File: src/rtl/rx_frame_parser.sv
// rx_frame_parser
// Receive-side command frame parser. Consumes bytes from the UART receiver and
// validates 5-byte request frames (ID_H, ID_L, CMD, CRC_LO, CRC_HI) against the
// node address and a CRC-16/MODBUS over ID_H, ID_L and CMD. Each accepted frame
// updates cmd and pulses cmd_flag; a CRC mismatch or an inter-byte timeout
// pulses frame_err.
//
// Parameters:
//   DEV_ID       device address this node answers to
//   TIMEOUT_CYC  idle cycles between bytes inside a frame that abort it
// Ports:
//   sys_clk       in   1  system clock, rising edge
//   sys_rst       in   1  asynchronous active-high reset
//   rx_byte       in   8  received byte, valid while rx_byte_flag is high
//   rx_byte_flag  in   1  one-cycle strobe per received byte
//   cmd           out  8  last accepted command byte (held between frames)
//   cmd_flag      out  1  one-cycle pulse when cmd is updated
//   frame_err     out  1  one-cycle pulse on CRC mismatch or timeout
module rx_frame_parser #(
  parameter logic [15:0] DEV_ID      = 16'h0000,
  parameter int          TIMEOUT_CYC = 100000
) (
  input  logic       sys_clk,
  input  logic       sys_rst,
  input  logic [7:0] rx_byte,
  input  logic       rx_byte_flag,
  output logic [7:0] cmd,
  output logic       cmd_flag,
  output logic       frame_err
);

  localparam int          CW     = $clog2(TIMEOUT_CYC + 1);
  localparam logic [CW-1:0] T_LAST = CW'(TIMEOUT_CYC - 1);
  localparam logic [15:0] CRC_INIT = 16'hFFFF;

  typedef enum logic [2:0] {S_IDH, S_IDL, S_CMD, S_CRCL, S_CRCH} state_t;

  state_t        state_reg, state_next;
  logic [15:0]   crc_reg, crc_next;
  logic [CW-1:0] cnt_reg, cnt_next;
  logic [7:0]    cmd_hold_reg, cmd_hold_next;
  logic          lo_match_reg, lo_match_next;
  logic [7:0]    cmd_next;
  logic          cmd_flag_next, frame_err_next;
  logic [15:0]   crc_step;
  logic          timeout;

  // One full byte of CRC-16/MODBUS (reflected 0xA001), 8 shift steps unrolled.
  function automatic logic [15:0] crc_byte(input logic [15:0] c_in, input logic [7:0] b);
    logic [15:0] c;
    c = c_in ^ {8'h00, b};
    for (int i = 0; i < 8; i++) begin
      if (c[0]) c = (c >> 1) ^ 16'hA001;
      else      c = c >> 1;
    end
    return c;
  endfunction

  assign crc_step = crc_byte(crc_reg, rx_byte);
  assign timeout  = (state_reg != S_IDH) && (cnt_reg == T_LAST);

  always_ff @(posedge sys_clk or posedge sys_rst) begin
    if (sys_rst) begin
      state_reg    <= S_IDH;
      crc_reg      <= CRC_INIT;
      cnt_reg      <= '0;
      cmd_hold_reg <= 8'h00;
      lo_match_reg <= 1'b0;
      cmd          <= 8'h00;
      cmd_flag     <= 1'b0;
      frame_err    <= 1'b0;
    end else begin
      state_reg    <= state_next;
      crc_reg      <= crc_next;
      cnt_reg      <= cnt_next;
      cmd_hold_reg <= cmd_hold_next;
      lo_match_reg <= lo_match_next;
      cmd          <= cmd_next;
      cmd_flag     <= cmd_flag_next;
      frame_err    <= frame_err_next;
    end
  end

  always_comb begin
    state_next     = state_reg;
    crc_next       = crc_reg;
    cnt_next       = cnt_reg;
    cmd_hold_next  = cmd_hold_reg;
    lo_match_next  = lo_match_reg;
    cmd_next       = cmd;
    cmd_flag_next  = 1'b0;
    frame_err_next = 1'b0;

    if (rx_byte_flag) begin
      // A strobe always wins over a coincident timeout.
      cnt_next = '0;
      case (state_reg)
        S_IDH: begin
          crc_next = CRC_INIT;
          if (rx_byte == DEV_ID[15:8]) begin
            crc_next   = crc_step;
            state_next = S_IDL;
          end
        end
        S_IDL: begin
          if (rx_byte == DEV_ID[7:0]) begin
            crc_next   = crc_step;
            state_next = S_CMD;
          end else begin
            crc_next   = CRC_INIT;
            state_next = S_IDH;
          end
        end
        S_CMD: begin
          cmd_hold_next = rx_byte;
          crc_next      = crc_step;
          state_next    = S_CRCL;
        end
        S_CRCL: begin
          lo_match_next = (rx_byte == crc_reg[7:0]);
          state_next    = S_CRCH;
        end
        S_CRCH: begin
          if (lo_match_reg && (rx_byte == crc_reg[15:8])) begin
            cmd_next      = cmd_hold_reg;
            cmd_flag_next = 1'b1;
          end else begin
            frame_err_next = 1'b1;
          end
          crc_next   = CRC_INIT;
          state_next = S_IDH;
        end
        default: begin
          crc_next   = CRC_INIT;
          state_next = S_IDH;
        end
      endcase
    end else if (timeout) begin
      frame_err_next = 1'b1;
      crc_next       = CRC_INIT;
      cnt_next       = '0;
      state_next     = S_IDH;
    end else if (state_reg == S_IDH) begin
      crc_next = CRC_INIT;
      cnt_next = '0;
    end else if (cnt_reg != T_LAST) begin
      cnt_next = cnt_reg + 1'b1;
    end
  end

endmodule

File: config.mk
export PLATFORM = sky130hd
export DESIGN_NAME = rx_frame_parser
export DESIGN_NICKNAME = d
export VERILOG_FILES = /design/src/rtl/rx_frame_parser.sv
export SDC_FILE = /design/constraint.sdc
export NUM_CORES = 1
export LEC_CHECK = 0
export ABC_AREA = 1
export BUFFER_PORTS_ARGS = -buffer_cell sky130_fd_sc_hd__buf_4
export CAP_MARGIN = 20
export CORE_MARGIN = 2
export CORE_UTILIZATION = 45
export DETAILED_ROUTE_END_ITERATION = 8
export PLACE_DENSITY = 0.7
export SYNTH_ARGS = -nofsm -noshare
export SYNTH_HDL_FRONTEND = slang
export SYNTH_SLANG_ARGS = --single-unit
File: constraint.sdc
create_clock -name sys_clk -period 1.75 [get_ports sys_clk]
set_input_delay 0.175 -clock sys_clk [delete_from_list [all_inputs] [get_ports sys_clk]]
set_output_delay 0.175 -clock sys_clk [all_outputs]
set_load 0.05 [all_outputs]
==> results.yml <==
synthesis:
  synth-simple-area-share: 0.291
  synth_commonest_cells: "nand2_1 (81), inv_1 (41), dfrtp_1 (39), nor2_1 (36), nand3_1 (18)"
  post_synth.cell_area_avg_um2: 8.39
  synthCells: 347
  synth-main-ff-cell: "dfrtp_1"
  yosysMostFrequentCell: "nand2_1"
  yosysWarnings: 0
  ys_ff_latch: 55
  synth_top_area_frac: 0.335
  synth_mux_area_frac: 0
  syn_nets: 362
  synth_fa_ha_area_frac: 0.0172
  synth_async_sr_flop_share: 1.00
  synth_area_um2: 2910
  synth_xor_xnor_area_share: 0.0477
  synth_enable_flop_cells: 0
  synth_top_area_cell: "dfrtp_1"
  ys_top_cells_by_area: "dfrtp_1 (34%), dfstp_2 (14%), nand2_1 (10%)"
  synth-compound-area-share: 0.0894
  synth_top_family_by_area: "simple AND/OR/NAND/NOR gates"
  synth_seq_area_share: 0.480
  yosysUniqueCellTypes: 38
power_and_ir_drop:
  power_density_nw_per_um2: 1050
  seqPwrFrac: 0.436
  p_clk_frac: 0.189
  combPwrFrac: 0.375
  p_total_w: 0.00385
  switchingPower_w: 0.00146
  swShare: 0.379
  internal-power_w: 0.00239
  p_leak_nw: 1.74
  worst_ir_drop_vdd_uv: 552
timing:
  drv_slew: 0
  finClkSkew_ns: 0.0113
  period_share: 1.20
  period_needed_ns: 2.10
  setup_viol: 11
  clock.fmax_ghz: 0.477
  relSlewSlack: 0.550
  hold_viol: 0
  rsz0062_at_grt: "yes"
  worst_slew_pin_slew_ns: 0.670
  tns_ns: -1.61
  fin_hold_ws_ns: 0.158
  worst_slack_ns: -0.348
placement:
  placed_area_um2: 3300
  dp_slack_ns: -0.207
  port_buffers: 20
  routabilityCongestion: 0.886
  dp_hpwl_um: 4330
worst_setup_path:
  rrSetupSlack_ns: -0.35
  slowest_delay_ns: 0.57
  slowest_stage: "dfstp_2"
  crit_chain: "xnor2_2, ha_1, inv_1, nand3_2, nand2_2, nand2_2, nand2_2, nand2_2, nand2_2, nand2_4, nand2_4, nand2_2, nand3_2, nand3_2, nand2_1, inv_1"
  reg2reg_depth: 16
  cp_common_cell: "nand2_2"
  crit_fanout: 3
  arrival_ns: 2.36
  critPathLaunchType: "flip-flop"
  critPathRequiredTime_ns: 2.01
  path_buf_inv: 2
  cp-end-kind: "flip-flop"
  critical_path_class: "reg2reg"
  r2r_end: "crc_reg[0]"
  cp_top_family: "simple AND/OR/NAND/NOR gates"
  r2r_start: "crc_reg[1]"
run:
  cap_violations: 0
die:
  die_h_um: 84.4
  dieArea_um2: 7130
  die_w_um: 84.4
  core_um2: 6310
  io_pins: 21
  placementRows: 29
  start_util: 0.461
cells_and_area:
  drive_above_1_share: 0.364
  largest_reg_flops: 17
  area.growth.synth_to_final_pct: 25.4
  nets: 412
  fin_area_um2: 3650
  fillerInstances: 534
  antenna_cells: 0
outcome:
  status: "finished with violations"
  failed_checks: "negative setup slack"
worst_hold_path:
  hold_path.class: "in2reg"
  holdPathStages: 3
  whs_endpoint: "cmd_hold_reg[6]"
  min_from: "rx_byte[6]"
global_routing:
  antenna_found_initial: 0
  grt_first_pass_wirelength_um: 9870
  grt_pass1_vias: 2238
  grt-ovfl-total: 0
  grt_max_degree: 34
  track_usage: 0.172
cts:
  path_clk_slew_ns: 0.11
  h-tree-depth: 2
  cts-root-buf: "clkbuf_8"
  numCtsBuffers: 5
  cts_num_sinks: 55
  cts_tree: "done"
  clk_latency_ns: 0.31
  clockBufferDepth: 2
drt:
  drt_pass1_iterations: 5
  drc: 0
  routed_wl_um: 6330
  postRouteAntennaNets: 0
  viasPerCell: 5.14
  drtIter0Drc: 146
  num_vias: 2441
  wl_per_cell_um: 13.3
==> repair_timing <==
item                                   4_1_cts  5_1_grt
setup endpoints to repair                   13       38
gates cloned                                 0        3
hold buffers                                 1        0
endpoints found under the hold margin       19        0
resized for setup                            6       45
pin swaps                                    3       23
buffers inserted                             1        5
==> worst max path at each step <==
stage,from,end,cells after the start
2_1_floorplan,crc_reg[1],crc_reg[0],16
3_3_place_gp,crc_reg[0],crc_reg[0],16
3_5_place_dp,crc_reg[0],crc_reg[0],16
4_1_cts,crc_reg[1],crc_reg[0],12
5_1_grt,crc_reg[0],crc_reg[0],15
6_report,crc_reg[1],crc_reg[0],16
==> worst min-delay path: stages <==
cell	delay, ns
buf_4	0.13
inv_2	0.05
o21ai_0	0.07
==> metrics by stage <==
stage | utilization | cells
floorplan | - | 347
global placement | 0.523 | 457
detailed placement | 0.523 | 457
CTS | 0.544 | 467
global route | 0.578 | 475
finish | 0.578 | 475
==> kinds of logic after synthesis <==
| kind of cell | Yosys count |
|---|---|
| XOR/XNOR | 15 |
| AND/OR/NAND/NOR | 171 |
| AO/OA/AOI/OAI | 46 |
| adder cells (fa/ha/maj) | 4 |
| flip-flops | 55 |
| buffers and inverters | 56 |
==> final cells by class <==
class / instances / area, um^2 / area share
multi-input combinational: 237 / 1460 / 0.400
sequential: 55 / 1400 / 0.382
timing repair buffer: 44 / 383 / 0.105
inverter: 53 / 216 / 0.0593
tap: 77 / 96.3 / 0.0264
clock buffer: 5 / 68.8 / 0.0188
clock inverter: 3 / 25.0 / 0.00685
timing repair inverter: 1 / 6.26 / 0.00171
==> power groups by stage <==
stage / clock network, W / logic (W) / registers, W
after detailed placement: 0 / 0.00116 / 0.00168
after floorplan: 0 / 0.000803 / 0.00166
after global routing: 0.000782 / 0.00159 / 0.00171
final: 0.000729 / 0.00144 / 0.00168
after CTS: 0.000751 / 0.00120 / 0.00166
after global placement: 0 / 0.00112 / 0.00167
==> per-layer routing <==
layer,part of all wire,track usage,vias to the layer above
met1,0.44,0.230,1154
met3,0.056,0.0305,11
met5,0,0,-
met2,0.49,0.282,67
li1,-,-,1209
met4,0.017,0.0592,0
==> cells in the final DEF (no fill, tap or decap), drive strengths merged, types with 12 or more instances in the layout <==
cell    n
buf    42
o21ai  16
nor3   12
nor2   41
dfstp  16
nand2  86
a21oi  17
nand3  24
inv    52
dfrtp  39
No activity file was read; power rests on OpenSTA's default activity.
